**src/rtl/gv_input_pkg.sv**
```systemverilog
// Shared types and constants for the game input conditioning blocks.
package gv_input_pkg;

  typedef enum logic [1:0] {
    IDLE,
    LOCK_RISE,
    HIGH,
    LOCK_FALL
  } btn_state_t;

  typedef logic [2:0] mode_t;

  localparam logic [2:0] MODE_PLAY = 3'd4;

endpackage

```
**src/rtl/button_channel.sv**
```systemverilog
// One button channel: synchroniser, edge detect, and press/release lockout FSM.
module button_channel
  import gv_input_pkg::*;
#(
  parameter int unsigned SYNC_STAGES    = 2,
  parameter int unsigned LOCKOUT_CYCLES = 800000
) (
  input  logic clk,
  input  logic n_rst,
  input  logic active_i,
  input  logic button_i,
  output logic posout_o,
  output logic negout_o,
  output logic held_o,
  output logic busy_o
);

  localparam int unsigned      CNT_W   = $clog2(LOCKOUT_CYCLES + 1);
  localparam logic [CNT_W-1:0] CntLast = CNT_W'(LOCKOUT_CYCLES - 1);

  logic [SYNC_STAGES-1:0] sync_q;
  logic                   prev_q;
  logic [SYNC_STAGES:0]   warm_q;
  btn_state_t             state_q;
  logic [CNT_W-1:0]       cnt_q;
  logic                   posout_q;
  logic                   negout_q;
  logic                   held_q;
  logic                   busy_q;

  logic s;
  logic rise;
  logic cnt_done;

  assign s        = sync_q[SYNC_STAGES-1];
  // A button held through reset looks like a 0->1 step while the synchroniser
  // refills; warm_q hides rises until the chain holds only post-reset samples.
  assign rise     = s & ~prev_q & warm_q[SYNC_STAGES];
  assign cnt_done = (cnt_q == CntLast);

  // Synchroniser, previous-level flop and post-reset warm-up; independent of mode.
  always_ff @(posedge clk or negedge n_rst) begin
    if (!n_rst) begin
      sync_q <= '0;
      prev_q <= 1'b0;
      warm_q <= '0;
    end else begin
      sync_q <= {sync_q[SYNC_STAGES-2:0], button_i};
      prev_q <= s;
      warm_q <= {warm_q[SYNC_STAGES-1:0], 1'b1};
    end
  end

  // Lockout FSM with registered pulse, level and busy outputs.
  always_ff @(posedge clk or negedge n_rst) begin
    if (!n_rst) begin
      state_q  <= IDLE;
      cnt_q    <= '0;
      posout_q <= 1'b0;
      negout_q <= 1'b0;
      held_q   <= 1'b0;
      busy_q   <= 1'b0;
    end else begin
      posout_q <= 1'b0;
      negout_q <= 1'b0;
      if (!active_i) begin
        // Forced exit: silent, no release pulse.
        state_q <= IDLE;
        cnt_q   <= '0;
        held_q  <= 1'b0;
        busy_q  <= 1'b0;
      end else begin
        case (state_q)
          IDLE: begin
            if (rise) begin
              posout_q <= 1'b1;
              held_q   <= 1'b1;
              busy_q   <= 1'b1;
              cnt_q    <= '0;
              state_q  <= LOCK_RISE;
            end
          end
          LOCK_RISE: begin
            if (cnt_done) begin
              cnt_q <= '0;
              if (s) begin
                busy_q  <= 1'b0;
                state_q <= HIGH;
              end else begin
                // Released during the lockout: report it straight away.
                negout_q <= 1'b1;
                held_q   <= 1'b0;
                state_q  <= LOCK_FALL;
              end
            end else begin
              cnt_q <= cnt_q + CNT_W'(1);
            end
          end
          HIGH: begin
            if (!s) begin
              negout_q <= 1'b1;
              held_q   <= 1'b0;
              busy_q   <= 1'b1;
              cnt_q    <= '0;
              state_q  <= LOCK_FALL;
            end
          end
          LOCK_FALL: begin
            if (cnt_done) begin
              cnt_q   <= '0;
              busy_q  <= 1'b0;
              state_q <= IDLE;
            end else begin
              cnt_q <= cnt_q + CNT_W'(1);
            end
          end
          default: begin
            state_q <= IDLE;
            cnt_q   <= '0;
            held_q  <= 1'b0;
            busy_q  <= 1'b0;
          end
        endcase
      end
    end
  end

  assign posout_o = posout_q;
  assign negout_o = negout_q;
  assign held_o   = held_q;
  assign busy_o   = busy_q;

endmodule

```
**src/rtl/button_conditioner.sv**
```systemverilog
// Multi-channel button conditioner: NUM_CH independent debounced channels,
// enabled only while the game is in ACTIVE_MODE.
module button_conditioner
  import gv_input_pkg::*;
#(
  parameter int unsigned NUM_CH         = 4,
  parameter int unsigned SYNC_STAGES    = 2,
  parameter int unsigned LOCKOUT_CYCLES = 800000,
  parameter mode_t       ACTIVE_MODE    = MODE_PLAY
) (
  input  logic              clk,
  input  logic              n_rst,
  input  logic [NUM_CH-1:0] button,
  input  mode_t             mode,
  output logic [NUM_CH-1:0] posout,
  output logic [NUM_CH-1:0] negout,
  output logic [NUM_CH-1:0] held,
  output logic [NUM_CH-1:0] busy
);

  logic active;

  // One mode decode shared by every channel.
  assign active = (mode == ACTIVE_MODE);

  for (genvar g = 0; g < NUM_CH; g++) begin : g_ch
    button_channel #(
      .SYNC_STAGES    (SYNC_STAGES),
      .LOCKOUT_CYCLES (LOCKOUT_CYCLES)
    ) u_channel (
      .clk      (clk),
      .n_rst    (n_rst),
      .active_i (active),
      .button_i (button[g]),
      .posout_o (posout[g]),
      .negout_o (negout[g]),
      .held_o   (held[g]),
      .busy_o   (busy[g])
    );
  end

endmodule

```
**config.mk**
```make
export PLATFORM = sky130hd
export DESIGN_NAME = button_conditioner
export DESIGN_NICKNAME = d
export VERILOG_FILES = /design/src/rtl/gv_input_pkg.sv /design/src/rtl/button_channel.sv /design/src/rtl/button_conditioner.sv
export SDC_FILE = /design/constraint.sdc
export NUM_CORES = 1
export LEC_CHECK = 0
export ABC_AREA = 1
export BUFFER_PORTS_ARGS = -buffer_cell sky130_fd_sc_hd__buf_2
export CAP_MARGIN = 20
export CORE_MARGIN = 4
export CORE_UTILIZATION = 30
export CTS_CLUSTER_SIZE = 24
export DETAILED_ROUTE_END_ITERATION = 16
export PLACE_DENSITY = 0.5
export SLEW_MARGIN = 5
export SYNTH_ARGS = -nofsm -noshare
export SYNTH_HDL_FRONTEND = slang
export SYNTH_SLANG_ARGS = --single-unit
```
**constraint.sdc**
```tcl
create_clock -name clk -period 2.05 [get_ports clk]
set_clock_uncertainty 0.1 [all_clocks]
set_input_delay 0.41 -clock clk [delete_from_list [all_inputs] [get_ports clk]]
set_output_delay 0.41 -clock clk [all_outputs]
set_load 0.005 [all_outputs]
```
# After elaboration in Yosys (flattened, before gate mapping)

Index checks and enable logic that the tools add are counted.

Flip-flop bits (word level): 128
Input port bits: 9
Output and inout port bits: 16
Logic and storage cells: 237

Add/subtract/negate cells: 4
Equal/unequal tests: 41
Mux-type cells: 120
Bitwise operators: 12
Reductions and logical operators: 24

Operators with widths:

| kind                  | number |
|---|---|
| $mux 20               | 16 |
| $pmux 20 s3           | 4 |
| $add 20x1->20 const B | 4 |
| $eq 20x20->1 const B  | 4 |
| $mux 1                | 64 |
| $mux 2                | 20 |
| $ne 3x2->1 const B    | 12 |
| $pmux 2 s4            | 4 |
| $ne 3x3->1 const B    | 8 |
| $reduce_and 5->1      | 4 |
| $eq 2x2->1 const B    | 8 |
| $pmux 1 s4            | 4 |
| $reduce_and 4->1      | 4 |
| $ne 4x1->1 const B    | 3 |
| $pmux 1 s3            | 4 |
| $reduce_and 3->1      | 4 |
| $and 1x1->1           | 8 |
| $eq 2x1->1 const B    | 4 |
| $logic_not 2->1       | 4 |
| $pmux 1 s2            | 4 |
| $reduce_and 2->1      | 4 |
| $reduce_or 2->1       | 4 |
| $ne 4x4->1 const B    | 1 |
| $not 1->1             | 4 |
| $eq 3x3->1 const B    | 1 |

# Logic depth before layout (Yosys ltp)

Gate-level depths: netlist of run 1.

Depth after elaboration: 6
Mapped depth: 12
Mapped depth without buffers: 11

# Modules after synthesis

From an unflattened synthesis of run 1, not the netlist that was laid out.

Cells, all modules: 920
Area, all modules: 7139.3 um^2

Modules (own cells, without submodules):

| module                                  | times used | cells an instance | area each (um^2) | sequential area each (um^2) |
|---|---|---|---|---|
| button_channel at g_ch[0].u_channel ... | 3          | 230               | 1781.7           | 800.8 |
| button_channel at g_ch[3].u_channel     | 1          | 227               | 1780.5           | 800.8 |
| button_conditioner                      | 1          | 3                 | 13.8             | 0.0 |

# Worst setup path before layout of run 1

No wires, ideal clock.

Kind: register to register
Start point: register g_ch[0].u_channel.state_q[0]
End point: register g_ch[0].u_channel.cnt_q[6]
Setup time: 114 ps
Arrival: 1493 ps
Required time: 1836 ps
Slack: 343 ps
Cell stages (with the launch flop): 9
Path buffers: 1
Clock period less this slack: 1707 ps
Cell sequence: dfrtp_1 ha_1 nor2_1 nor2_8 nand2_2 nand2_2 buf_4 nand3_1 inv_1

Longest elaborated chain between the ends: 4
Elaborated cells between the ends (all ways): 10
Classes of those cells: eq/ne: 5; mux: 2; reduce/logical: 3

Ends and longest elaborated chain:

| item                                     | line                  | text |
|---|---|---|
| from (decl)                              | button_channel.sv:24  | `btn_state_t state_q;` |
| from (signal assigned)                   | button_channel.sv:57  | `state_q <= IDLE;` |
| from (signal assigned)                   | button_channel.sv:68  | `state_q <= IDLE;` |
| from (signal assigned)                   | button_channel.sv:80  | `state_q <= LOCK_RISE;` |
| $eq 2x1->1 or $eq 2x2->1 (tied branches) | button_channel.sv:73  | `case (state_q)` |
| $reduce_or 2->1 (no source line)         | --                    |  |
| $pmux 20 s3                              | button_channel.sv:73  |  |
| $mux 20                                  | button_channel.sv:66  | `if (!active_i) begin` |
| to (signal assigned)                     | button_channel.sv:96  | `cnt_q <= cnt_q + CNT_W'(1);` |
| to (signal assigned)                     | button_channel.sv:114 | `cnt_q <= cnt_q + CNT_W'(1);` |
| to (decl)                                | button_channel.sv:25  | `logic [CNT_W-1:0] cnt_q;` |

Parallel ways exist; a longest one is shown, timed or not.
A chain may end at the register's enable or synchronous reset.

# Worst setup path after layout of run 1

Start point: register g_ch[2].u_channel.state_q[0]
End point: register g_ch[2].u_channel.cnt_q[12]

Longest elaborated chain between the ends: 4
Elaborated cells between the ends (all ways): 10
Classes of those cells: eq/ne: 5; mux: 2; reduce/logical: 3

Ends and longest elaborated chain:

| item                                     | line |
|---|---|
| from (decl)                              | button_channel.sv:24 |
| from (signal assigned)                   | button_channel.sv:57 |
| from (signal assigned)                   | button_channel.sv:68 |
| from (signal assigned)                   | button_channel.sv:80 |
| $eq 2x1->1 or $eq 2x2->1 (tied branches) | button_channel.sv:73 |
| $reduce_or 2->1 (no source line)         | -- |
| $pmux 20 s3                              | button_channel.sv:73 |
| $mux 20                                  | button_channel.sv:66 |
| to (signal assigned)                     | button_channel.sv:96 |
| to (signal assigned)                     | button_channel.sv:114 |
| to (decl)                                | button_channel.sv:25 |

Parallel ways exist; a longest one is shown, timed or not.

==> reports/metrics.csv, run 1 <==
metric,value,unit
Slew HR,65.8,%
internal reg-to-reg setup slack,160,ps
crit path kind,reg -> reg,
aggregate global routing overflow,0,
CP max stage delay,390,ps
buffers inserted during post-CTS setup optimization,0,
CP Buf/Inv Count,2,
pin count of the biggest net entering global routing,53,
highest attainable clock frequency,530,MHz
post-synthesis cell type with the largest combined area,sky130_fd_sc_hd__dfrtp_1,
area fraction in compound gates after synthesis,5.85,%
initial cell density of the core,30.6,%
most area-consuming cells after synthesis,"sky130_fd_sc_hd__dfrtp_1 (41%), sky130_fd_sc_hd__nand2_1 (13%), sky130_fd_sc_hd__nor2_1 (8.5%), sky130_fd_sc_hd__inv_1 (6.7%), sky130_fd_sc_hd__nand3_1 (4.9%)",
Synth Area per Inst,7.26,sq um
total wirelength of the detailed-routed design,16500,um
"Primary FF master, synth",sky130_fd_sc_hd__dfrtp_1,
clock tree root buffer cell,sky130_fd_sc_hd__clkbuf_16,
type of element launching the critical path,flip-flop,
fill count,2505,
static leakage,3.90,nW
count of flip-flops with a built-in enable after synthesis,0,
Worst Reg-to-Reg Cells,9,
outcome,completed,
vias in the first global route,5842,
std cell rows,56,
number of vias per cell after detailed routing,4.44,
count of inserted antenna diode cells,0,
die boundary height,163,um
kind of cell adding the most delay to the critical path,simple AND/OR/NAND/NOR gates,
area share of the largest cell type after synthesis,41.3,%
Final GP Congestion,0.824,
CP required,2240,ps
Num Clock Sinks,119,
total die area,26600,sq um
largest family of logic cells by synthesized area,simple AND/OR/NAND/NOR gates,
end of the worst register-to-register path,g_ch[2].u_channel.cnt_q[12],
CTS H-Tree Depth,4,
cells along the critical path,inv_1 > ha_1 > nand3_1 > nor2_2 > nor2_4 > buf_12 > nand2_1 > xor2_1 > nor2_1,
post-route clock period utilization,92.0,%
initial detailed-routing violation count,382,
end-of-flow core utilization,35.7,%
count of port buffers added during placement,24,
DRC violations left,0,
Worst Setup EP,g_ch[2].u_channel.cnt_q[12],
ratio of total power to cell area,694,nW/um^2
remaining antenna violation count after routing,0,
"Seq/Total Area, Yosys",41.3,%
worst min-delay path class,reg -> reg,
total I/O pin count,25,
mux contribution to synthesized area,0,%
first-pass GRT wire length,28800,um
"commonest cells after routing, fill and taps aside","sky130_fd_sc_hd__nand2_1 (257), sky130_fd_sc_hd__nor2_1 (162), sky130_fd_sc_hd__inv_1 (127)",
Final TNS setup,0,ps
start of the worst register-to-register path,g_ch[2].u_channel.state_q[0],
unrepaired setup endpoints after global routing,no,
relative area change from synthesis to final layout,16.7,%
Worst Setup End Kind,flip-flop,
area of the core,23500,sq um
total count of max-transition violations in the final report,0,
total routing usage reported by global routing,13.4,%
xor and xnor fraction of the mapped netlist area,1.46,%
adder and majority cell fraction of the synthesized area,3.65,%
warnings from Yosys,0,
share of post-route cells with drive strength above 1,12.7,%
worst hold-check slack,246,ps
"CTS clk-pin slew, worst paths",60,ps
routed len/inst,12.1,um
maximum buffer depth of the clock tree,2,
number of antenna violations at the first check in global routing,1,
clock tree from TritonCTS,built,
number of vias in the routed layout,6049,
cell count after synthesis,992,
latest clock arrival within the worst-skew pair,420,ps
stages on the worst setup path,9,
"critical path fanouts, max",24,
endpoint arrival time on the critical path,2080,ps
endpoints failing hold,0,
Tightest Pin Transition,513,ps
register bit total from synthesis,119,
TritonCTS buffer count,17,
Synth Net Count,1022,
drt pass-1 iters,5,
final worst path period need,1890,ps
fraction of registers with async set/reset,100,%
Detail Placement HPWL,12100,um
most frequent standard cell in the layout excluding fill and tap cells,sky130_fd_sc_hd__nand2_1,
Simple-Gate Fraction of Synth Area,37.1,%
Critical path origin,g_ch[2].u_channel.state_q[0],
Die X-Extent,163,um
area of the mapped netlist,7200,sq um
Maximum Capacitance Violations,0,
"Slowest-stage cell, CP",sky130_fd_sc_hd__dfrtp_1,
Synth cell types,40,
Peak VDD IR,0.405,mV
final setup fails,0,
Final Net Count,1060,
## metrics by stage
step                      instances  worst slack, ps  area, sq um  total power, mW
after global placement         1325             20.5         7700             2.79
after global routing           1362             9.77         8400             6.09
after detailed placement       1325            -1.16         7700             2.79
after floorplan                 992              343         7200             2.65
final                          1362              164         8400             5.84
after CTS                      1362             65.9         8350             5.93
## flip-flops by register name (all words and copies together) (netlist names)
register                 flops
g_ch.u_channel.held_o        4
g_ch.u_channel.cnt_q        80
g_ch.u_channel.sync_q        8
g_ch.u_channel.warm_q        3
g_ch.u_channel.posout_o      4
g_ch.u_channel.state_q       8
g_ch.u_channel.prev_q        4
g_ch.u_channel.negout_o      4
g_ch.u_channel.busy_o        4
## logic make-up (layout without fill, tap and decap cells)
logic type,count (synthesis),count (layout)
buffers and inverters,166,217
and+or+nand+nor,602,602
DFF,119,119
AOI/OAI and AO/OA,71,71
other,1,1
xor gates and xnor gates,12,12
adders and majority gates,21,21
## layer usage
layer	share of wire (%)	vias to the layer above	routed length (um)	track usage, %
met2	45	60	7450	21.1
li1	-	3204	-	-
met5	0.079	-	13	0
met3	2.7	15	454	2.94
met4	1.1	2	182	3.85
met1	51	2768	8450	18.5
## synthesized netlist by cell type, types with 2 or more instances
| cell type | n |
|---|---|
| sky130_fd_sc_hd__a21o_1 | 3 |
| sky130_fd_sc_hd__a21oi_1 | 13 |
| sky130_fd_sc_hd__a31oi_1 | 2 |
| sky130_fd_sc_hd__and3_1 | 4 |
| sky130_fd_sc_hd__buf_2 | 7 |
| sky130_fd_sc_hd__buf_4 | 21 |
| sky130_fd_sc_hd__buf_6 | 5 |
| sky130_fd_sc_hd__dfrtp_1 | 119 |
| sky130_fd_sc_hd__ha_1 | 21 |
| sky130_fd_sc_hd__inv_1 | 129 |
| sky130_fd_sc_hd__nand2_1 | 257 |
| sky130_fd_sc_hd__nand2_2 | 10 |
| sky130_fd_sc_hd__nand2_4 | 3 |
| sky130_fd_sc_hd__nand3_1 | 71 |
| sky130_fd_sc_hd__nand3_2 | 3 |
| sky130_fd_sc_hd__nand4_1 | 41 |
| sky130_fd_sc_hd__nor2_1 | 163 |
| sky130_fd_sc_hd__nor2_2 | 13 |
| sky130_fd_sc_hd__nor2_4 | 6 |
| sky130_fd_sc_hd__nor3_1 | 26 |
| sky130_fd_sc_hd__nor3_2 | 2 |
| sky130_fd_sc_hd__o21a_1 | 3 |
| sky130_fd_sc_hd__o21ai_0 | 30 |
| sky130_fd_sc_hd__o21ai_1 | 6 |
| sky130_fd_sc_hd__o21ai_2 | 7 |
| sky130_fd_sc_hd__o21bai_1 | 3 |
| sky130_fd_sc_hd__xor2_1 | 11 |
## worst min-delay path by stage
| stage | slack [ps] | depth (start not counted) | startpoint | end |
|---|---|---|---|---|
| floorplan | 10 | 0 | n_rst | g_ch[0].u_channel.busy_o |
| global placement | 230 | 0 | g_ch[3].u_channel.warm_q[1] | g_ch[0].u_channel.warm_q[2] |
| detailed placement | 230 | 0 | g_ch[3].u_channel.warm_q[1] | g_ch[0].u_channel.warm_q[2] |
| CTS | 250 | 0 | g_ch[3].u_channel.warm_q[0] | g_ch[3].u_channel.warm_q[1] |
| global route | 260 | 0 | g_ch[0].u_channel.sync_q[0] | g_ch[0].u_channel.sync_q[1] |
| finish | 250 | 0 | g_ch[3].u_channel.warm_q[0] | g_ch[3].u_channel.warm_q[1] |
## power by group
| group | switching, mW | internal [mW] | total (mW) |
|---|---|---|---|
| clock | 1.08 | 2.00 | 3.08 |
| sequential | 0.0360 | 2.39 | 2.43 |
| combinational | 0.216 | 0.113 | 0.329 |
| total | 1.33 | 4.51 | 5.84 |
## area by class of cell
cell class                      instances  area [sq um]  share of cell area [%]
Multi-Input combinational cell        707          3510                    41.8
Sequential cell                       119          2980                    35.5
Inverter                              131           497                    5.91
Clock buffer                           24           482                    5.73
Timing Repair Buffer                   54           418                    4.97
Tap cell                              319           399                    4.75
Clock inverter                          8           120                    1.43
## repair_timing
action	4_1_cts	5_1_grt
endpoints found under the hold margin	52	0
hold buffers	5	0
endpoints found under the setup margin	0	39
resized for setup	0	12
Note: power is estimated with default switching activity, not from simulation.
==> run 2: changes to the inputs <==
--- a/config.mk
+++ b/config.mk
@@ -5,14 +5,15 @@
 export SDC_FILE = /design/constraint.sdc
 export NUM_CORES = 1
 export LEC_CHECK = 0
-export ABC_AREA = 1
 export BUFFER_PORTS_ARGS = -buffer_cell sky130_fd_sc_hd__buf_2
 export CAP_MARGIN = 20
+export CELL_PAD_IN_SITES_DETAIL_PLACEMENT = 0
+export CELL_PAD_IN_SITES_GLOBAL_PLACEMENT = 1
 export CORE_MARGIN = 4
 export CORE_UTILIZATION = 30
 export CTS_CLUSTER_SIZE = 24
 export DETAILED_ROUTE_END_ITERATION = 16
-export PLACE_DENSITY = 0.5
+export PLACE_DENSITY = 0.59
 export SLEW_MARGIN = 5
 export SYNTH_ARGS = -nofsm -noshare
 export SYNTH_HDL_FRONTEND = slang
==> reports/metrics.csv, run 2 <==
metric,value,unit,change
outcome,completed,,
part of the total power dissipated in the clock network,50.6,%,-2.2 points
end of the worst register-to-register path,g_ch[1].u_channel.held_o,,
total routing usage reported by global routing,14.5,%,+1.1 points
net switching power,1.38,mW,+3.7%
most area-consuming cells after synthesis,"sky130_fd_sc_hd__dfrtp_1 (45%), sky130_fd_sc_hd__nor2_1 (4.1%), sky130_fd_sc_hd__ha_1 (4.0%), sky130_fd_sc_hd__xor2_1 (3.8%), sky130_fd_sc_hd__nand2_1 (2.6%)",,
DRC violations left,0,,unchanged
Maximum Capacitance Violations,0,,unchanged
worst min-delay path endpoint,g_ch[0].u_channel.sync_q[1],,
static leakage,3.65,nW,-6.4%
remaining antenna violation count after routing,0,,unchanged
combinational share of power,8.2,%,+2.6 points
start of the worst register-to-register path,g_ch[1].u_channel.cnt_q[14],,
pre-CTS setup slack,-82.1,ps,-81.0 ps
final worst path period need,2040,ps,+156 ps
total I/O pin count,25,,unchanged
warnings from Yosys,0,,unchanged
TritonCTS buffer count,17,,unchanged
routed len/inst,15.8,um,+30%
area share of the largest cell type after synthesis,44.9,%,+3.6 points
cell count after synthesis,667,,-33%
Die X-Extent,157,um,-3.9%
initial detailed-routing violation count,231,,-40%
total count of max-transition violations in the final report,0,,unchanged
latest clock arrival within the worst-skew pair,420,ps,about the same
final setup fails,0,,unchanged
unrepaired setup endpoints after global routing,yes,,
Num Clock Sinks,119,,unchanged
final worst-path setup slack,8.80,ps,-156 ps
pin count of the biggest net entering global routing,38,,-28%
Seq pwr share,41.2,%,-0.4 points
Cells on Worst Hold Path,0,,unchanged
highest attainable clock frequency,490,MHz,-7.6%
Final Non-Filler Cells,1077,,-21%
Final GP Congestion,0.796,,-3.3%
aggregate global routing overflow,0,,unchanged
number of flip-flops under the largest register name,80,,unchanged
CTS H-Tree Depth,4,,unchanged
"Primary FF master, synth",sky130_fd_sc_hd__dfrtp_1,,
Synth Net Count,697,,-32%
maximum buffer depth of the clock tree,2,,unchanged
Final Net Count,814,,-23%
post-route clock period utilization,99.6,%,+7.6 points
CP Buf/Inv Count,0,,-2
clock tree root buffer cell,sky130_fd_sc_hd__clkbuf_16,,
Critical path origin,g_ch[1].u_channel.cnt_q[14],,
final cell area excluding filler cells,8580,sq um,+2.1%
Tightest Pin Transition,535,ps,+22.0 ps
CP max stage delay,550,ps,+160 ps
post-synthesis cell type with the largest combined area,sky130_fd_sc_hd__dfrtp_1,,
Int Pwr,4.45,mW,-1.3%
worst hold-check slack,248,ps,+2.34 ps
count of inserted antenna diode cells,0,,unchanged
Synth Area per Inst,9.94,sq um,+37%
"CTS clk-pin slew, worst paths",50,ps,about the same
"commonest cells after routing, fill and taps aside","sky130_fd_sc_hd__dfrtp_1 (118), sky130_fd_sc_hd__buf_4 (97), sky130_fd_sc_hd__nor2_1 (69)",,
clock tree from TritonCTS,built,,
vias in the first global route,5670,,-2.9%
count of port buffers added during placement,24,,unchanged
Detail Placement HPWL,11700,um,-3.5%
cells along the critical path,or4_4 > nor3_4 > nand2_2 > a211o_1 > a31o_1,,
share of post-route cells with drive strength above 1,26.9,%,+14 points
drt pass-1 iters,5,,unchanged
number of vias per cell after detailed routing,5.09,,+15%
internal reg-to-reg setup slack,9,ps,-160 ps
Placed Area,7690,sq um,-0.13%
worst hold path startpoint,g_ch[0].u_channel.sync_q[0],,
Worst Setup End Kind,flip-flop,,
register ranked first by flip-flop count,g_ch.u_channel.cnt_q,,
number of vias in the routed layout,5486,,-9.3%
number of antenna violations at the first check in global routing,0,,-1
"Seq/Total Area, Yosys",44.9,%,+3.6 points
std cell rows,54,,-3.6%
Slew HR,64.1,%,-1.7 points
"count leader, synth",sky130_fd_sc_hd__dfrtp_1,,
area of the core,21800,sq um,-7.6%
fraction of registers with async set/reset,100,%,unchanged
CP required,2250,ps,about the same
endpoint arrival time on the critical path,2240,ps,+160 ps
total wirelength of the detailed-routed design,17000,um,+2.9%
cell types with the highest counts after synthesis,"sky130_fd_sc_hd__dfrtp_1 (119), sky130_fd_sc_hd__nor2_1 (72), sky130_fd_sc_hd__nand2_1 (46), sky130_fd_sc_hd__xor2_1 (29), sky130_fd_sc_hd__o21ai_0 (28)",,
total die area,24500,sq um,-7.6%
type of element launching the critical path,flip-flop,,
"Slowest-stage cell, CP",sky130_fd_sc_hd__or4_4,,
proportion of total power due to net switching,23.7,%,+0.87 points
"critical path fanouts, max",3,,-88%
registers with the most flip-flops,"g_ch.u_channel.cnt_q (80), g_ch.u_channel.state_q (8), g_ch.u_channel.sync_q (8)",,
most frequent standard cell in the layout excluding fill and tap cells,sky130_fd_sc_hd__dfrtp_1,,
relative area change from synthesis to final layout,29.4,%,
count of flip-flops with a built-in enable after synthesis,0,,unchanged
crit path kind,reg -> reg,,
endpoints failing hold,0,,unchanged
Worst Reg-to-Reg Cells,5,,-4
kind of cell adding the most delay to the critical path,simple AND/OR/NAND/NOR gates,,
die boundary height,157,um,-3.9%
ratio of total power to cell area,679,nW/um^2,-2.2%
area of the mapped netlist,6630,sq um,-8.0%
Synth cell types,64,,+60%
initial cell density of the core,30.5,%,-0.13 points
end-of-flow core utilization,39.4,%,+3.7 points
dpl cells,1027,,-22%
worst min-delay path class,reg -> reg,,
Peak VDD IR,0.544,mV,+34%
first-pass GRT wire length,28900,um,+0.19%
register bit total from synthesis,119,,unchanged
run 2: per-layer routing:
layer / share of wire, % / GRT usage (%) / vias up
li1: - / - / 2687
met1: 48 / 19.2 / 2710
met2: 48 / 23.5 / 69
met3: 2.2 / 3.46 / 20
met4: 1.8 / 4.42 / 0
met5: 0 / 0 / -
run 2: layout make-up:
class,count,area (sq um)
Clock inverter,8,96.3
Multi-Input combinational cell,493,3540
Tap cell,280,350
Clock buffer,24,482
Sequential cell,119,2980
Fill cell,2127,13200
Timing Repair Buffer,136,1070
Inverter,17,63.8
run 2: stage by stage:
stage          setup TNS [ps]  total power [mW]
2_1_floorplan               0              2.65
3_3_place_gp             -106              2.87
3_5_place_dp            -1760              2.87
4_1_cts                     0              5.89
5_1_grt                  -539              6.09
6_report                    0              5.83
run 2: what timing repair did:
action                                  in CTS  in global routing
setup buffers                                2                 10
gates cloned                                 0                  1
endpoints found under the setup margin      36                 87
hold buffers                                 5                  0
pin swaps                                    2                 13
hold endpoints to repair                    25                  0
gates resized for setup                      5                 39
run 2: power groups by stage:
stage	Sequential (mW)	Clock (mW)	Combinational, mW
floorplan	2.44	0	0.209
finish	2.40	2.95	0.476
global placement	2.44	0	0.428
global route	2.40	3.16	0.529
detailed placement	2.44	0	0.431
CTS	2.40	3.05	0.443
run 2: cells by family after synthesis:
| logic type | synth area share, % |
|---|---|
| simple gates | 21.7 |
| compound gates | 17.0 |
| flops | 44.9 |
| buf+inv | 4.19 |
| xor+xnor | 6.21 |
| fa+ha+maj | 3.96 |
| mux | 1.98 |
| other cells | 0.0566 |
run 2: worst max-delay path by stage:
stage	cells after the start	slack, ps	to
after floorplan	6	20	g_ch[3].u_channel.held_o
after global placement	6	-10	g_ch[3].u_channel.cnt_q[0]
after detailed placement	6	-80	g_ch[3].u_channel.cnt_q[0]
after CTS	6	5	g_ch[3].u_channel.cnt_q[0]
after global routing	5	-80	g_ch[1].u_channel.held_o
final	5	9	g_ch[1].u_channel.held_o
==> run 3: changes to the inputs <==
--- a/config.mk
+++ b/config.mk
@@ -9,7 +9,7 @@
 export CAP_MARGIN = 20
 export CELL_PAD_IN_SITES_DETAIL_PLACEMENT = 0
 export CELL_PAD_IN_SITES_GLOBAL_PLACEMENT = 1
-export CORE_MARGIN = 4
+export CORE_MARGIN = 2
 export CORE_UTILIZATION = 30
 export CTS_CLUSTER_SIZE = 24
 export DETAILED_ROUTE_END_ITERATION = 16
==> reports/metrics.csv, run 3 (synthesized netlist as in run 2, its figures left out) <==
metric,value,unit,change
Detail Placement HPWL,12200,um,+4.2%
number of vias in the routed layout,5585,,+1.8%
register ranked first by flip-flop count,g_ch.u_channel.cnt_q,,
outcome,completed,,
endpoint arrival time on the critical path,2240,ps,about the same
Maximum Capacitance Violations,0,,unchanged
pre-CTS setup slack,-106,ps,-23.7 ps
most frequent standard cell in the layout excluding fill and tap cells,sky130_fd_sc_hd__dfrtp_1,,
"Slowest-stage cell, CP",sky130_fd_sc_hd__or4_4,,
die boundary height,153,um,-2.6%
worst min-delay path class,reg -> reg,,
count of port buffers added during placement,24,,unchanged
vias in the first global route,5813,,+2.5%
drt pass-1 iters,5,,unchanged
total count of max-transition violations in the final report,0,,unchanged
CTS H-Tree Depth,4,,unchanged
fill count,2112,,-0.71%
post-route clock period utilization,99.3,%,-0.29 points
initial cell density of the core,30.5,%,unchanged
Final Non-Filler Cells,1085,,+0.74%
number of flip-flops under the largest register name,80,,unchanged
final setup fails,0,,unchanged
clock tree from TritonCTS,built,,
clock tree root buffer cell,sky130_fd_sc_hd__clkbuf_16,,
TritonCTS buffer count,17,,unchanged
Peak VDD IR,0.471,mV,-13%
endpoints failing hold,0,,unchanged
crit path kind,reg -> reg,,
DRC violations left,0,,unchanged
share of post-route cells with drive strength above 1,29.6,%,+2.7 points
routed len/inst,15.9,um,+0.85%
internal reg-to-reg setup slack,10,ps,about the same
unrepaired setup endpoints after global routing,yes,,
dpl cells,1037,,+0.97%
registers with the most flip-flops,"g_ch.u_channel.cnt_q (80), g_ch.u_channel.state_q (8), g_ch.u_channel.sync_q (8)",,
count of inserted antenna diode cells,0,,unchanged
Die X-Extent,153,um,-2.6%
Tightest Pin Transition,567,ps,+31.5 ps
number of vias per cell after detailed routing,5.15,,+1.1%
"CTS clk-pin slew, worst paths",60,ps,about the same
maximum buffer depth of the clock tree,2,,unchanged
final worst path period need,2040,ps,-6.00 ps
total I/O pin count,25,,unchanged
"commonest cells after routing, fill and taps aside","sky130_fd_sc_hd__dfrtp_1 (118), sky130_fd_sc_hd__buf_4 (102), sky130_fd_sc_hd__nor2_1 (63)",,
number of antenna violations at the first check in global routing,0,,unchanged
first-pass GRT wire length,29100,um,+0.74%
Storage cell area,2980,sq um,unchanged
final worst-path setup slack,14.8,ps,+6.00 ps
Worst Setup End Kind,flip-flop,,
cells along the critical path,or4_4 > nor3_4 > buf_6 > buf_6 > nand3_4 > nand3_4 > buf_12 > nor2_4,,
latest clock arrival within the worst-skew pair,420,ps,about the same
std cell rows,54,,unchanged
relative area change from synthesis to final layout,33.3,%,
Slew HR,62.2,%,-1.9 points
total die area,23300,sq um,-5.0%
"critical path fanouts, max",6,,+3
remaining antenna violation count after routing,0,,unchanged
area of the core,21800,sq um,unchanged
pin count of the biggest net entering global routing,41,,+7.9%
area of the multi-input gates,3740,sq um,+5.7%
aggregate global routing overflow,0,,unchanged
initial detailed-routing violation count,317,,+37%
static leakage,3.71,nW,+1.7%
highest attainable clock frequency,491,MHz,+0.29%
Final Net Count,822,,+0.98%
CP required,2250,ps,about the same
total routing usage reported by global routing,15.3,%,+0.77 points
total wirelength of the detailed-routed design,17300,um,+1.6%
CP max stage delay,550,ps,about the same
Num Clock Sinks,119,,unchanged
Final GP Congestion,0.801,,+0.64%
type of element launching the critical path,flip-flop,,
ratio of total power to cell area,655,nW/um^2,-3.5%
==> run 3: cell count changes in the layout (fill, tap and decap cells not counted), sizes merged <==
cell | previous run | this run
buf | 131 | 139
bufinv | 2 | 1
clkbuf | 24 | 25
clkinv | 5 | 3
clkinvlp | 1 | 3
==> run 3: report_power, final <==
| group | internal (mW) | switching, mW |
|---|---|---|
| Sequential | 2.38 | 0.0226 |
| Clock | 1.82 | 1.08 |
| Combinational | 0.183 | 0.302 |
| Total | 4.38 | 1.41 |
==> run 3: area by class of cell <==
cell class	instances	share of cell area, %
clock inverters	7	0.765
well taps	280	3.96
clock buffers	25	5.72
flip-flops and latches	119	33.7
inverters	17	0.722
repair buffers	144	12.8
multi-input cells	493	42.3
==> run 3: per-stage QoR <==
step / util (%) / hold WS (ps) / setup TNS (ps) / instance area [sq um] / power, mW
finish: 40.6 / 248 / 0 / 8840 / 5.79
global route: 40.6 / 265 / -727 / 8840 / 6.03
CTS: 38.5 / 249 / -60.4 / 8380 / 5.81
detailed placement: 35.5 / 235 / -1580 / 7730 / 2.86
global placement: 35.5 / 236 / -1130 / 7730 / 2.86
floorplan: - / 14.4 / 0 / 6630 / 2.65
==> run 3: final timing paths <==
path | start | cells after the start | endpoint
hold / removal | g_ch[3].u_channel.warm_q[1] | 0 | g_ch[0].u_channel.warm_q[2]
hold reg to reg | g_ch[3].u_channel.warm_q[1] | 0 | g_ch[0].u_channel.warm_q[2]
setup reg to reg | g_ch[1].u_channel.cnt_q[16] | 8 | g_ch[1].u_channel.cnt_q[19]
max in group asynchronous | n_rst | 3 | g_ch[3].u_channel.sync_q[1]
min in group asynchronous | n_rst | 2 | g_ch[2].u_channel.cnt_q[0]
setup / recovery | g_ch[1].u_channel.cnt_q[16] | 8 | g_ch[1].u_channel.cnt_q[19]
==> run 3: critical path: cells and delay by family, from the launching register on <==
kind / cells / cell delay [ps]
flip-flops: 1 / 380
AND/OR/NAND/NOR: 5 / 1030
buffers and inverters: 3 / 400
==> run 3: layer usage <==
metal	up-vias	share of wire (%)	wire (um)	track usage, %
met5	-	0	0	0
met4	0	1.2	216	5.64
met3	15	2.5	436	3.19
met2	79	49	8480	25.6
met1	2793	47	8160	19.4
li1	2698	-	-	-
==> run 3: what timing repair did <==
action,4_1_cts,5_1_grt
gates cloned,0,1
pin swaps,3,23
gates resized for setup,2,88
endpoints found under the hold margin,23,0
endpoints found under the setup margin,30,86
hold buffers,5,0
setup buffers,2,8
